$ cat config.mk
export PLATFORM = sky130hd
export DESIGN_NAME = tow_scoreboard
export DESIGN_NICKNAME = d
export VERILOG_FILES = /design/src/rtl/tow_pkg.sv /design/src/rtl/seg7_decode.sv /design/src/rtl/tow_scoreboard.sv
export SDC_FILE = /design/constraint.sdc
export NUM_CORES = 1
export LEC_CHECK = 0
export ABC_AREA = 1
export CAP_MARGIN = 20
export CORE_MARGIN = 2
export CORE_UTILIZATION = 55
export CTS_CLUSTER_DIAMETER = 100
export CTS_CLUSTER_SIZE = 28
export DETAILED_ROUTE_END_ITERATION = 6
export PLACE_DENSITY = 0.77
export SLEW_MARGIN = 20
export SYNTH_ARGS = -nofsm -noshare
export SYNTH_HDL_FRONTEND = slang
export SYNTH_SLANG_ARGS = --single-unit
$ cat constraint.sdc
create_clock -name Clock -period 1.7 [get_ports Clock]
set_input_delay 0.34 -clock Clock [delete_from_list [all_inputs] [get_ports Clock]]
set_output_delay 0.34 -clock Clock [all_outputs]
set_load 0.01 [all_outputs]
$ cat src/rtl/tow_pkg.sv
// Shared types and 7-segment constants for the tug-of-war scoreboard.
// Segment order is {g,f,e,d,c,b,a}, active-low.
package tow_pkg;

   typedef enum logic [1:0] {PLAY, HOLD, RESTART, DONE} tow_state_t;
   typedef enum logic [1:0] {WIN_NONE, WIN_P1, WIN_P2} tow_winner_t;

   localparam logic [6:0] SEG_BLANK = 7'b1111111;
   localparam logic [6:0] SEG_0     = 7'b1000000;
   localparam logic [6:0] SEG_1     = 7'b1111001;
   localparam logic [6:0] SEG_2     = 7'b0100100;
   localparam logic [6:0] SEG_3     = 7'b0110000;
   localparam logic [6:0] SEG_4     = 7'b0011001;
   localparam logic [6:0] SEG_5     = 7'b0010010;
   localparam logic [6:0] SEG_6     = 7'b0000010;
   localparam logic [6:0] SEG_7     = 7'b1111000;
   localparam logic [6:0] SEG_8     = 7'b0000000;
   localparam logic [6:0] SEG_9     = 7'b0010000;

   localparam logic [3:0] DIGIT_BLANK = 4'hF;

endpackage

$ cat src/rtl/seg7_decode.sv
// BCD digit to active-low 7-segment pattern; anything above 9 is blank.
module seg7_decode
   import tow_pkg::*;
(
   input  logic [3:0] digit,
   output logic [6:0] seg
);

   always_comb begin
      seg = SEG_BLANK;
      case (digit)
         4'd0:    seg = SEG_0;
         4'd1:    seg = SEG_1;
         4'd2:    seg = SEG_2;
         4'd3:    seg = SEG_3;
         4'd4:    seg = SEG_4;
         4'd5:    seg = SEG_5;
         4'd6:    seg = SEG_6;
         4'd7:    seg = SEG_7;
         4'd8:    seg = SEG_8;
         4'd9:    seg = SEG_9;
         default: seg = SEG_BLANK;
      endcase
   end

endmodule

$ cat src/rtl/tow_scoreboard.sv
// Match scorekeeper: detects round wins from the end lights and presses,
// tallies scores, holds the winner on display, then re-centres the chain.
module tow_scoreboard
   import tow_pkg::*;
#(
   parameter int WIN_SCORE   = 3,
   parameter int HOLD_CYCLES = 50_000_000,
   parameter int HOLD_W      = 26
) (
   input  logic       Clock,
   input  logic       Reset,
   input  logic       L,
   input  logic       R,
   input  logic       NL,
   input  logic       NR,
   output logic       round_rst,
   output logic       game_over,
   output logic [6:0] hex_p1,
   output logic [6:0] hex_p2,
   output logic [6:0] hex_winner
);

   localparam logic [3:0]        WIN_SCORE_4 = 4'(WIN_SCORE);
   localparam logic [HOLD_W-1:0] HOLD_LAST   = HOLD_W'(HOLD_CYCLES - 1);

   tow_state_t        state_q,    state_d;
   tow_winner_t       winner_q,   winner_d;
   logic [3:0]        score_p1_q, score_p1_d;
   logic [3:0]        score_p2_q, score_p2_d;
   logic [HOLD_W-1:0] hold_cnt_q, hold_cnt_d;
   logic              p1_win, p2_win;
   logic [3:0]        new_score;
   logic [3:0]        winner_digit;

   function automatic logic [3:0] sat_inc(input logic [3:0] v);
      return (v >= 4'd9) ? 4'd9 : v + 4'd1;
   endfunction

   assign p1_win = NR & R;
   assign p2_win = NL & L;

   always_ff @(posedge Clock or negedge Reset) begin
      if (!Reset) begin
         state_q    <= PLAY;
         winner_q   <= WIN_NONE;
         score_p1_q <= 4'd0;
         score_p2_q <= 4'd0;
         hold_cnt_q <= '0;
      end else begin
         state_q    <= state_d;
         winner_q   <= winner_d;
         score_p1_q <= score_p1_d;
         score_p2_q <= score_p2_d;
         hold_cnt_q <= hold_cnt_d;
      end
   end

   always_comb begin
      state_d    = state_q;
      winner_d   = winner_q;
      score_p1_d = score_p1_q;
      score_p2_d = score_p2_q;
      hold_cnt_d = hold_cnt_q;
      new_score  = 4'd0;
      case (state_q)
         PLAY: begin
            // Both ends lit with simultaneous presses is an impossible board; ignore it.
            if (p1_win ^ p2_win) begin
               if (p1_win) begin
                  new_score  = sat_inc(score_p1_q);
                  score_p1_d = new_score;
                  winner_d   = WIN_P1;
               end else begin
                  new_score  = sat_inc(score_p2_q);
                  score_p2_d = new_score;
                  winner_d   = WIN_P2;
               end
               hold_cnt_d = '0;
               state_d    = (new_score == WIN_SCORE_4) ? DONE : HOLD;
            end
         end
         HOLD: begin
            if (hold_cnt_q == HOLD_LAST) state_d = RESTART;
            else                         hold_cnt_d = hold_cnt_q + 1'b1;
         end
         RESTART: begin
            state_d  = PLAY;
            winner_d = WIN_NONE;
         end
         DONE: state_d = DONE;
         default: state_d = PLAY;
      endcase
   end

   assign round_rst = (state_q == RESTART);
   assign game_over = (state_q == DONE);

   always_comb begin
      winner_digit = DIGIT_BLANK;
      if (state_q != PLAY) begin
         case (winner_q)
            WIN_P1:  winner_digit = 4'd1;
            WIN_P2:  winner_digit = 4'd2;
            default: winner_digit = DIGIT_BLANK;
         endcase
      end
   end

   seg7_decode u_dec_p1 (.digit(score_p1_q),   .seg(hex_p1));
   seg7_decode u_dec_p2 (.digit(score_p2_q),   .seg(hex_p2));
   seg7_decode u_dec_wn (.digit(winner_digit), .seg(hex_winner));

endmodule
* After elaboration in Yosys (flattened, before gate mapping) *
Memory sizes are Yosys's and may differ from the RTL's.
Cells that the tools add are included.

cells by class
  eq/ne operators = 10
  add/sub/neg operators = 3
  $lt $le $gt $ge = 2
  bitwise operators = 4
  multiplexer cells = 17
  reductions and logical operators = 9

operators with widths
  cell                     number
  $mux W26                 2
  $pmux W26 S2             1
  $add A26 B1 Y26 const B  1
  $eq A26 B26 Y1 const B   1
  $mux W4                  6
  $mux W2                  5
  $reduce_and A3 Y1        3
  $add A4 B1 Y4 const B    2
  $ge A4 B4 Y1 const B     2
  $pmux W2 S4              1
  $pmux W4 S2              1
  $eq A2 B2 Y1 const B     3
  $ne A2 B2 Y1 const B     3
  $reduce_bool A2 Y1       3
  $eq A2 B1 Y1 const B     2
  $eq A4 B2 Y1 const B     1
  $pmux W2 S2              1
  $reduce_and A2 Y1        2
  $and A1 B1 Y1            2
  $logic_not A2 Y1         1
  $not A1 Y1               1
  $xor A1 B1 Y1            1

storage, ports and cells
  input port bits = 6
  bits in registers = 38
  memories = 3
  word-level logic and storage cells = 53
  ROM bits = 336
  output and inout bits = 23

memories
  name             words  width  read ports  clocked after Yosys merged registers in  wr ports  line               RTL
  (no name shown)  16     7      1           0                                        0         seg7_decode.sv:11  case (digit)
  (no name shown)  16     7      1           0                                        0         seg7_decode.sv:11
  (no name shown)  16     7      1           0                                        0         seg7_decode.sv:11

* Longest topological paths before layout *
Gate-level depths: netlist (run 1).

  word-level depth = 9
  mapped depth = 11
  mapped depth without buffers = 11

* By module *
A second synthesis (run 1) with hierarchy kept.

unflattened totals
  cells, all modules = 508
  area total of the unflattened synthesis = 3,236.9 um^2

modules (own cells, without submodules)
  module          area each (um^2)  sequential area each (um^2)  instances  cells each
  tow_scoreboard  2,673.8           950.9                        1          403
  seg7_decode     187.7             0.0                          3          35

* Least setup slack after synthesis (run 1) *
OpenSTA, ideal clock, no wires.

  path kind = input to register
  start = input NR
  end = register hold_cnt_q[20]
  path buffers = 2
  path slack = 86 ps
  cell stages on the path = 9
  required time = 1,583 ps
  setup time = 117 ps
  arrival = 1,497 ps
  path through = nand2_1 > inv_1 > ha_1 > nand2_1 > nand3_1 > buf_2 > buf_2 > nand3_1 > nand2_1

on the way
  longest elaborated chain between the ends = 4

RTL lines
  item                                line                  RTL
  from (decl)                         tow_scoreboard.sv:15  input logic NR,
  $and A1 B1 Y1                       tow_scoreboard.sv:39  assign p1_win = NR & R;
  $xor A1 B1 Y1                       tow_scoreboard.sv:68  if (p1_win ^ p2_win) begin
  $ne A2 B2 Y1 (no source line)       n/a
  $reduce_and A3 Y1 (no source line)  n/a
  to (signal assigned)                tow_scoreboard.sv:54  hold_cnt_q <= hold_cnt_d;
  to (decl)                           tow_scoreboard.sv:30  logic [HOLD_W-1:0] hold_cnt_q, hold_cnt_d;

No other way between the ends.
A chain may end at the register's enable or synchronous reset.

* Final worst setup path (run 1) *
  start = register score_p2_q[1]
  end = output hex_p2[5]

on the way
  longest elaborated chain between the ends = 1

RTL lines
  item                    line                  RTL
  from (decl)             tow_scoreboard.sv:29  logic [3:0] score_p2_q, score_p2_d;
  from (signal assigned)  tow_scoreboard.sv:53  score_p2_q <= score_p2_d;
  $mem_v2 Z16 W7          n/a
  to (decl)               tow_scoreboard.sv:19  output logic [6:0] hex_p2,

No other way between the ends.

==> results of run 1 <==
-- path summary, 6_finish.rpt --
kind / start / to
min in group Clock: hold_cnt_q[25]$_DFFE_PN0P_ / hold_cnt_q[25]$_DFFE_PN0P_
worst min register to register: hold_cnt_q[25]$_DFFE_PN0P_ / hold_cnt_q[25]$_DFFE_PN0P_
worst max register to register: hold_cnt_q[1]$_DFFE_PN0P_ / hold_cnt_q[3]$_DFFE_PN0P_
worst min-delay path: Reset / hold_cnt_q[6]$_DFFE_PN0P_
worst max-delay path: score_p2_q[1]$_DFFE_PN0P_ / hex_p2[5]
max in group asynchronous: Reset / hold_cnt_q[12]$_DFFE_PN0P_
-- per-layer routing --
metal,vias to the layer above,routed length [microns],track usage [%]
met4,0,104,7.54
met5,-,0,0
met2,72,4240,50.0
met1,1526,3530,34.2
met3,14,319,4.14
li1,1647,-,-
-- timing repair --
action,CTS,global route
setup endpoints to repair,23,50
gates resized for setup,139,32
hold buffers,1,0
pin swaps,21,8
cloned,0,0
buffers inserted,10,5
hold endpoints to repair,14,0
-- flip-flops by register name, indices dropped and copies added (netlist names) --
name        count
state_q         2
winner_q        2
score_p2_q      4
score_p1_q      4
hold_cnt_q     26
-- where the power goes --
group | switching (uW) | total (uW) | internal, uW
combinational | 1630 | 2920 | 1280
clock | 334 | 660 | 326
sequential | 103 | 1110 | 1010
-- worst register-to-register path, cell delays in order (launching register included) --
cell     delay [ns]
dfrtp_1        0.37
ha_2           0.20
nand2_2        0.07
inv_2          0.07
nand2_2        0.08
nor2_2         0.10
nand3_2        0.11
nand3_4        0.12
nand2_4        0.08
buf_12         0.15
nand2_1        0.08
o21ai_2        0.05
-- stage by stage --
stage	setup WS (ns)	utilization, %
final	-0.183	75.3
after global routing	-0.221	75.3
after CTS	-0.120	74.1
after detailed placement	-0.273	68.4
after global placement	-0.250	68.4
after floorplan	0.0864	-
-- cells by family after synthesis --
family	after synthesis
and+or+nand+nor	300
buffers and inverters	67
AOI/OAI and AO/OA	40
DFF	38
adders and majority gates	19
xor gates and xnor gates	10
-- layout make-up --
class                           instances  share of cell area (%)
Multi-Input combinational cell        369                    49.1
Timing Repair Buffer                   91                    18.1
Clock inverter                          2                   0.307
Clock buffer                            6                    2.03
Tap cell                               72                    2.21
Inverter                               53                    4.88
Sequential cell                        38                    23.3
-- cells in the final DEF, fill, tap and decap left out, drive strengths merged, types with 3 or more instances in the layout --
cell type / n
a21oi: 5
clkdlybuf4s50: 4
clkbuf: 10
nand4: 3
dfrtp: 38
nand2: 157
buf: 81
nor3: 7
o21ai: 34
inv: 53
nor2: 86
ha: 19
nand3: 45
xor2: 4
xnor2: 6
==> flow_summary.toml, run 1 <==
[power_and_ir_drop]
leakagePower_uw = 0.00193
ir_drop_uv = 1200
power.density_cell_area_nw_per_um2 = 1150
overall_power_consumption_uw = 4690

[sta]
timing.final.ws_setup_ns = -0.183
worst_slew_margin_rel_pct = 75.8
finalClockSkew_ns = 0.0121
fin_hold_ws_ns = 0.478
finalCritPeriodShare_pct = 111
worstMarginPinSlew_ns = 0.363
final_period_minus_worst_setup_slack_ns = 1.88
timing_max_transition_violations_final = 0
final_hold_vios = 0
setup-violations-final = 13
unrepaired_setup_endpoints_after_global_routing = "true"
totalNegativeSetupSlack_ns = -1.30
clock.fmax_mhz = 531

[setup_path]
cp-start-kind = "register"
timing.reg2reg.worst_path_depth = 11
path_depth = 7
criticalPathCategory = "reg -> out"
timing.critical_path.max_delay_family = "flip-flops"
critical_path.max_stage_delay_ns = 0.43
critical_path.n_buffers_inverters = 3
worst_path_max_delay_cell = "dfrtp_1"
worstSetupEndpointType = "output port"
cp_data_arrival_time_ns = 1.54
crit_required_ns = 1.36
critical-path-top-cell-by-count = "nand2_1"
cp_cell_sequence = "buf_6, ha_4, inv_2, nand2_1, nand2_1, o21ai_0, buf_2"
regToRegSetupSlack_ns = 0.12
worstPathMaxFanout = 3

[clock_network]
htree_levels = 2
clock_insertion_delay_worst_skew_ns = 0.29
clock_sinks = 38
numCtsBuffers = 5
cts_max_path_buffers = 2
tritoncts_clock_tree = "built"
clkTransAtPathRegs_ns = 0.08
clk_root_buffer_cell = "clkbuf_8"

[floorplanning]
die_y_microns = 78.2
pin_count = 29
dieArea_sq_um = 6120
rows = 27
die_w_microns = 78.2
core_region_area_sq_um = 5410
initial_utilization_pct = 56.1

[grt]
grt_pass1_vias = 3100
grt_start_max_net_pins = 25
antenna_violations_before_repair = 0
grt_first_pass_wirelength_mm = 13.6
grt.total_usage_pct = 27.6
grt_overflow_total = 0

[placed_design]
place.detailed.instances = 608
detailed_place_hpwl_mm = 5.74
gpl.final_weighted_congestion = 0.936
port_buffers = 28
detailed_place.area_sq_um = 3690

[synthesis]
synth-edff-count = 0
synth_cells = 474
largest_family_of_logic_cells_by_synthesized_area = "simple AND/OR/NAND/NOR gates"
synth.yosys.seq_area_share_pct = 31.4
yosys-top-cells-area = "dfrtp_1, nand2_1, nor2_1"
synthArstFlopShare_pct = 100
synth_xor_xnor_area_share_pct = 2.89
synth.lib_cells_used.distinct = 26
synth_adder_area_share_pct = 7.84
synthMuxAreaShare_pct = 0
synth_nets = 499
synth.yosys.warnings = 0
most_instantiated_library_cell_after_synthesis = "nand2_1"
synthesis.area_per_instance_sq_um = 6.39
ys_seq_elements = 38
syn_area_sq_um = 3030
post-synth-top-area-cell = "dfrtp_1"
postSynth.topFlopCell = "dfrtp_1"
synth_compound_area_share_pct = 7.39
synth_common_cells = "nand2_1, nor2_1, inv_1"
synthSimpleGateAreaFrac_pct = 40.7
netlist.area_leader.share_pct = 31.4

[finish]
design_area_sq_um = 4070
post_route_cells_drive_above_1_share_pct = 27.0
fillers = 429
layout.nets = 583
insertedDiodeCount = 0
sequential_cell_area_sq_um = 951
multi_input_area_sq_um = 2000
area_growth_syn_to_layout_pct = 34.4
final_cell_count_no_fill = 631

[job]
cap_violations = 0

[routing]
num_vias = 3259
routed_via_density = 5.16
detailedRoute.firstPassIterationCount = 4
post_drt_wl_per_cell_microns = 13.0
drtIter0Drc = 236
total_wirelength_mm = 8.20
detail-route-antenna-nets = 0
drc = 0

[outcome]
run_status = "finished, violations left"
violations = "negative setup slack"

[worst_hold_path]
hold_path.class = "in -> async"
No activity file was read; power rests on OpenSTA's default activity.
==> run 2, diff against run 1 <==
--- a/config.mk
+++ b/config.mk
@@ -6,13 +6,14 @@
 export NUM_CORES = 1
 export LEC_CHECK = 0
 export ABC_AREA = 1
-export CAP_MARGIN = 20
 export CORE_MARGIN = 2
 export CORE_UTILIZATION = 55
 export CTS_CLUSTER_DIAMETER = 100
 export CTS_CLUSTER_SIZE = 28
 export DETAILED_ROUTE_END_ITERATION = 6
 export PLACE_DENSITY = 0.77
+export REMOVE_ABC_BUFFERS = 1
+export SKIP_CTS_REPAIR_TIMING = 1
 export SLEW_MARGIN = 20
 export SYNTH_ARGS = -nofsm -noshare
 export SYNTH_HDL_FRONTEND = slang
==> run 2 against run 1 <==
Effect of this change:
- critical endpoint is now hex_p1[6]
- critical path type unchanged
- wire length rose by 11%
- first-iteration DRC count fell by 33%
- worst hold slack got worse by 0.49 ns
- the run ends with negative hold slack, negative setup slack left
- register-to-register slack got worse by 0.23 ns
==> flow_summary.toml, run 2 (synthesized netlist as in run 1, its figures left out) <==
[outcome]
run_status = "finished, violations left"
violations = "negative hold slack, negative setup slack"

[sta]
fin_hold_ws_ns = -0.00988
timing_max_transition_violations_final = 0
unrepaired_setup_endpoints_after_global_routing = "true"
worstMarginPinSlew_ns = 0.454
setup-violations-final = 13
timing.final.ws_setup_ns = -0.172
final_period_minus_worst_setup_slack_ns = 1.87
worst_slew_margin_rel_pct = 69.7
final_hold_vios = 17
finalCritPeriodShare_pct = 110
finalClockSkew_ns = 0.00323
clock.fmax_mhz = 534
totalNegativeSetupSlack_ns = -1.31

[finish]
post_route_cells_drive_above_1_share_pct = 28.0
largest_register_ff_count = 26
fillers = 390
final_cell_count_no_fill = 630
design_area_sq_um = 4240
area_growth_syn_to_layout_pct = 40.0
layout.nets = 582
reg.largest.list = "hold_cnt_q (26), score_p1_q (4), score_p2_q (4)"
largest_register_by_flop_count = "hold_cnt_q"
insertedDiodeCount = 0
layout.cells.most_common_list = "nand2_1, nor2_1, buf_4"
mostFrequentLayoutCell = "nand2_1"

[floorplanning]
die_w_microns = 78.2
core_region_area_sq_um = 5410
rows = 27
die_y_microns = 78.2
pin_count = 29
dieArea_sq_um = 6120
initial_utilization_pct = 56.1

[setup_path]
timing.reg2reg.worst_path_depth = 10
r2r_end = "state_q[1]$_DFFE_PN0P_"
cp_data_arrival_time_ns = 1.53
critPathLaunch = "score_p1_q[1]$_DFFE_PN0P_"
crit_required_ns = 1.36
cp-start-kind = "register"
criticalPathCategory = "reg -> out"
worstSetupEndpointType = "output port"
worstReg2RegStart = "score_p1_q[0]$_DFFE_PN0P_"
regToRegSetupSlack_ns = -0.11
worstPathMaxFanout = 4
timing.critical_path.to = "hex_p1[6]"

[job]
cap_violations = 0

[routing]
drc = 0
drtIter0Drc = 159
detailedRoute.firstPassIterationCount = 4
total_wirelength_mm = 9.11
post_drt_wl_per_cell_microns = 14.5
num_vias = 3364
detail-route-antenna-nets = 0
routed_via_density = 5.34

[power_and_ir_drop]
ir_drop_uv = 928
leakagePower_uw = 0.00202
overall_power_consumption_uw = 5260
power.density_cell_area_nw_per_um2 = 1240

[placed_design]
place.detailed.instances = 607
detailed_place_hpwl_mm = 5.71
gpl.final_weighted_congestion = 0.972
port_buffers = 28
detailed_place.area_sq_um = 3710

[grt]
grt_start_max_net_pins = 25
grt_pass1_vias = 3008
grt_overflow_total = 0
antenna_violations_before_repair = 0
grt.total_usage_pct = 26.1
grt_first_pass_wirelength_mm = 13.1

[clock_network]
clock_insertion_delay_worst_skew_ns = 0.29
tritoncts_clock_tree = "built"
clk_root_buffer_cell = "clkbuf_8"
clock_sinks = 38
clkTransAtPathRegs_ns = 0.07
htree_levels = 2
cts_max_path_buffers = 2
numCtsBuffers = 5

[worst_hold_path]
hold_path.class = "in -> async"
-- run 2: how the worst min path moves through the flow --
stage | endpoint | slack [ns] | depth (start not counted)
5_1_grt | score_p1_q[2]$_DFFE_PN0P_ | 0.01 | 1
3_5_place_dp | state_q[0]$_DFFE_PN0P_ | 0.31 | 1
2_1_floorplan | hold_cnt_q[0]$_DFFE_PN0P_ | 0.04 | 0
4_1_cts | state_q[0]$_DFFE_PN0P_ | -0.006 | 1
6_report | score_p2_q[3]$_DFFE_PN0P_ | -0.01 | 1
3_3_place_gp | state_q[0]$_DFFE_PN0P_ | 0.31 | 1
-- run 2: layout make-up --
class / instances / area (sq um) / share of cell area (%)
clock buffers: 7 / 86.3 / 2.04
clock inverters: 1 / 5.00 / 0.118
inverters: 53 / 199 / 4.69
multi-input cells: 369 / 2080 / 49.1
flip-flops and latches: 38 / 955 / 22.5
well taps: 72 / 90.1 / 2.12
repair buffers: 90 / 825 / 19.4
-- run 2: power breakdown --
group / switching (uW) / leakage, uW / internal [uW]
sequential: 93.6 / 0.000500 / 1010
clock: 316 / 0.0000482 / 327
combinational: 1900 / 0.00147 / 1600
-- run 2: layer usage --
metal / track usage (%) / vias up / routed length (microns)
li1: - / 1646 / -
met1: 32.5 / 1557 / 3800
met2: 46.6 / 126 / 4560
met3: 4.02 / 35 / 358
met4: 8.42 / 0 / 391
met5: 0 / - / 0
-- run 2: worst max-delay path: stages (launching register included) --
cell,delay [ns]
dfrtp_2,0.45
buf_6,0.13
ha_4,0.14
or2_4,0.24
o21ai_2,0.05
o21ai_1,0.08
buf_2,0.15
-- run 2: per-stage QoR --
stage	setup slack [ns]	util [%]
2_1_floorplan	-0.330	-
3_3_place_gp	-0.257	68.7
3_5_place_dp	-0.321	68.7
4_1_cts	-0.579	70.4
5_1_grt	-0.268	78.5
6_report	-0.172	78.5
==> run 3, diff against run 2 <==
--- a/config.mk
+++ b/config.mk
@@ -6,6 +6,7 @@
 export NUM_CORES = 1
 export LEC_CHECK = 0
 export ABC_AREA = 1
+export CORE_ASPECT_RATIO = 2
 export CORE_MARGIN = 2
 export CORE_UTILIZATION = 55
 export CTS_CLUSTER_DIAMETER = 100
==> constraint.sdc (replaced) <==
create_clock -name Clock -period 1.7 [get_ports Clock]
set_input_delay 0.17 -clock Clock [delete_from_list [all_inputs] [get_ports Clock]]
set_output_delay 0.17 -clock Clock [all_outputs]
set_load 0.01 [all_outputs]
==> run 3 against run 2 <==
Effect of this change:
- the run ends with negative setup slack left
- clock power is 49% higher
- clock skew up 0.0069 ns
- sequential power hardly changed
- register-to-register slack better by 0.08 ns
- count of clock-buffer cells in the layout fell by 1
- wire length fell by 5.9%
- utilization is 4.3 points lower
- sequential cell count is the same
- via count decreased by 3.9%
- highest routed layer unchanged
==> flow_summary.toml, run 3 (synthesized netlist as in run 1, its figures left out) <==
[floorplanning]
die_w_microns = 56.5
initial_utilization_pct = 56.4
dieArea_sq_um = 6160
core_region_area_sq_um = 5370
die_y_microns = 109
pin_count = 29
rows = 38

[sta]
unrepaired_setup_endpoints_after_global_routing = "true"
timing_max_transition_violations_final = 0
worst_slew_margin_rel_pct = 66.5
worstMarginPinSlew_ns = 0.503
totalNegativeSetupSlack_ns = -0.356
setup-violations-final = 5
timing.final.ws_setup_ns = -0.110
final_hold_vios = 0
finalClockSkew_ns = 0.0101
clock.fmax_mhz = 553
fin_hold_ws_ns = 0.443
final_period_minus_worst_setup_slack_ns = 1.81
finalCritPeriodShare_pct = 106

[clock_network]
tritoncts_clock_tree = "built"
clock_insertion_delay_worst_skew_ns = 0.31
clock_sinks = 38
numCtsBuffers = 5
clk_root_buffer_cell = "clkbuf_8"
htree_levels = 2
cts_max_path_buffers = 2
clkTransAtPathRegs_ns = 0.08

[grt]
grt_first_pass_wirelength_mm = 13.4
grt_start_max_net_pins = 39
grt_pass1_vias = 3044
grt.total_usage_pct = 28.1
grt_overflow_total = 0
antenna_violations_before_repair = 0

[finish]
layout.cells.most_common_list = "nand2_1, nor2_1, inv_1"
largest_register_by_flop_count = "hold_cnt_q"
reg.largest.list = "hold_cnt_q (26), score_p1_q (4), score_p2_q (4)"
insertedDiodeCount = 0
design_area_sq_um = 3980
area_growth_syn_to_layout_pct = 31.5
layout.nets = 569
mostFrequentLayoutCell = "nand2_1"
final_cell_count_no_fill = 605
post_route_cells_drive_above_1_share_pct = 20.0
largest_register_ff_count = 26

[outcome]
violations = "negative setup slack"
run_status = "finished, violations left"

[setup_path]
cp_data_arrival_time_ns = 1.64
worstSetupEndpointType = "output port"
criticalPathCategory = "reg -> out"
cp-start-kind = "register"
crit_required_ns = 1.53
worstReg2RegStart = "score_p1_q[0]$_DFFE_PN0P_"
critPathLaunch = "score_p1_q[0]$_DFFE_PN0P_"
worstPathMaxFanout = 3

[routing]
detail-route-antenna-nets = 0
routed_via_density = 5.35
total_wirelength_mm = 8.57
detailedRoute.firstPassIterationCount = 4
post_drt_wl_per_cell_microns = 14.2
drc = 0
drtIter0Drc = 149
num_vias = 3234

[power_and_ir_drop]
overall_power_consumption_uw = 4820
power.density_cell_area_nw_per_um2 = 1210
ir_drop_uv = 1310
leakagePower_uw = 0.00199

[placed_design]
detailed_place_hpwl_mm = 6.13
port_buffers = 28
place.detailed.instances = 584
detailed_place.area_sq_um = 3590
gpl.final_weighted_congestion = 0.978

[worst_hold_path]
hold_path.class = "in -> async"

[job]
cap_violations = 0
-- run 3: worst max-delay path: stages (launching register included) --
cell     delay (ns)
dfrtp_1        0.42
buf_6          0.14
buf_6          0.11
ha_4           0.15
or2_4          0.25
o21ai_2        0.06
o21ai_1        0.08
buf_2          0.14
-- run 3: area by class of cell --
class / count / area (sq um)
multi-input cells: 369 / 1930
fillers: 425 / 1390
flip-flops and latches: 38 / 953
repair buffers: 77 / 682
inverters: 53 / 201
clock buffers: 6 / 82.6
well taps: 60 / 75.1
clock inverters: 2 / 60.1
-- run 3: power breakdown --
part	total [uW]	switching [uW]	internal, uW
Combinational	2760	1590	1170
Clock	955	329	626
Sequential	1110	94.1	1010
Total	4820	2010	2810
-- run 3: metrics by stage --
step           utilization, %  setup WS (ns)
2_1_floorplan               -         -0.330
3_3_place_gp             66.8        -0.0889
3_5_place_dp             66.8        -0.0996
4_1_cts                  69.5         -0.428
5_1_grt                  74.2         -0.145
6_report                 74.2         -0.110
-- run 3: final timing paths --
| check | slack [ns] | cells past startpoint | end |
|---|---|---|---|
| min in group Clock | 0.55 | 2 | hold_cnt_q[25]$_DFFE_PN0P_ |
| hold / removal | 0.44 | 3 | hold_cnt_q[5]$_DFFE_PN0P_ |
| setup reg to reg | -0.03 | 11 | state_q[1]$_DFFE_PN0P_ |
| hold reg to reg | 0.55 | 2 | hold_cnt_q[25]$_DFFE_PN0P_ |
| setup / recovery | -0.11 | 7 | hex_p1[6] |
| max in group asynchronous | 0.86 | 3 | score_p1_q[1]$_DFFE_PN0P_ |
-- run 3: per-layer routing --
layer	track usage (%)	routed length, microns	up-vias
li1	-	-	1619
met3	4.15	321	40
met4	20.7	483	0
met1	26.1	2960	1478
met5	0	0	-
met2	53.3	4810	97
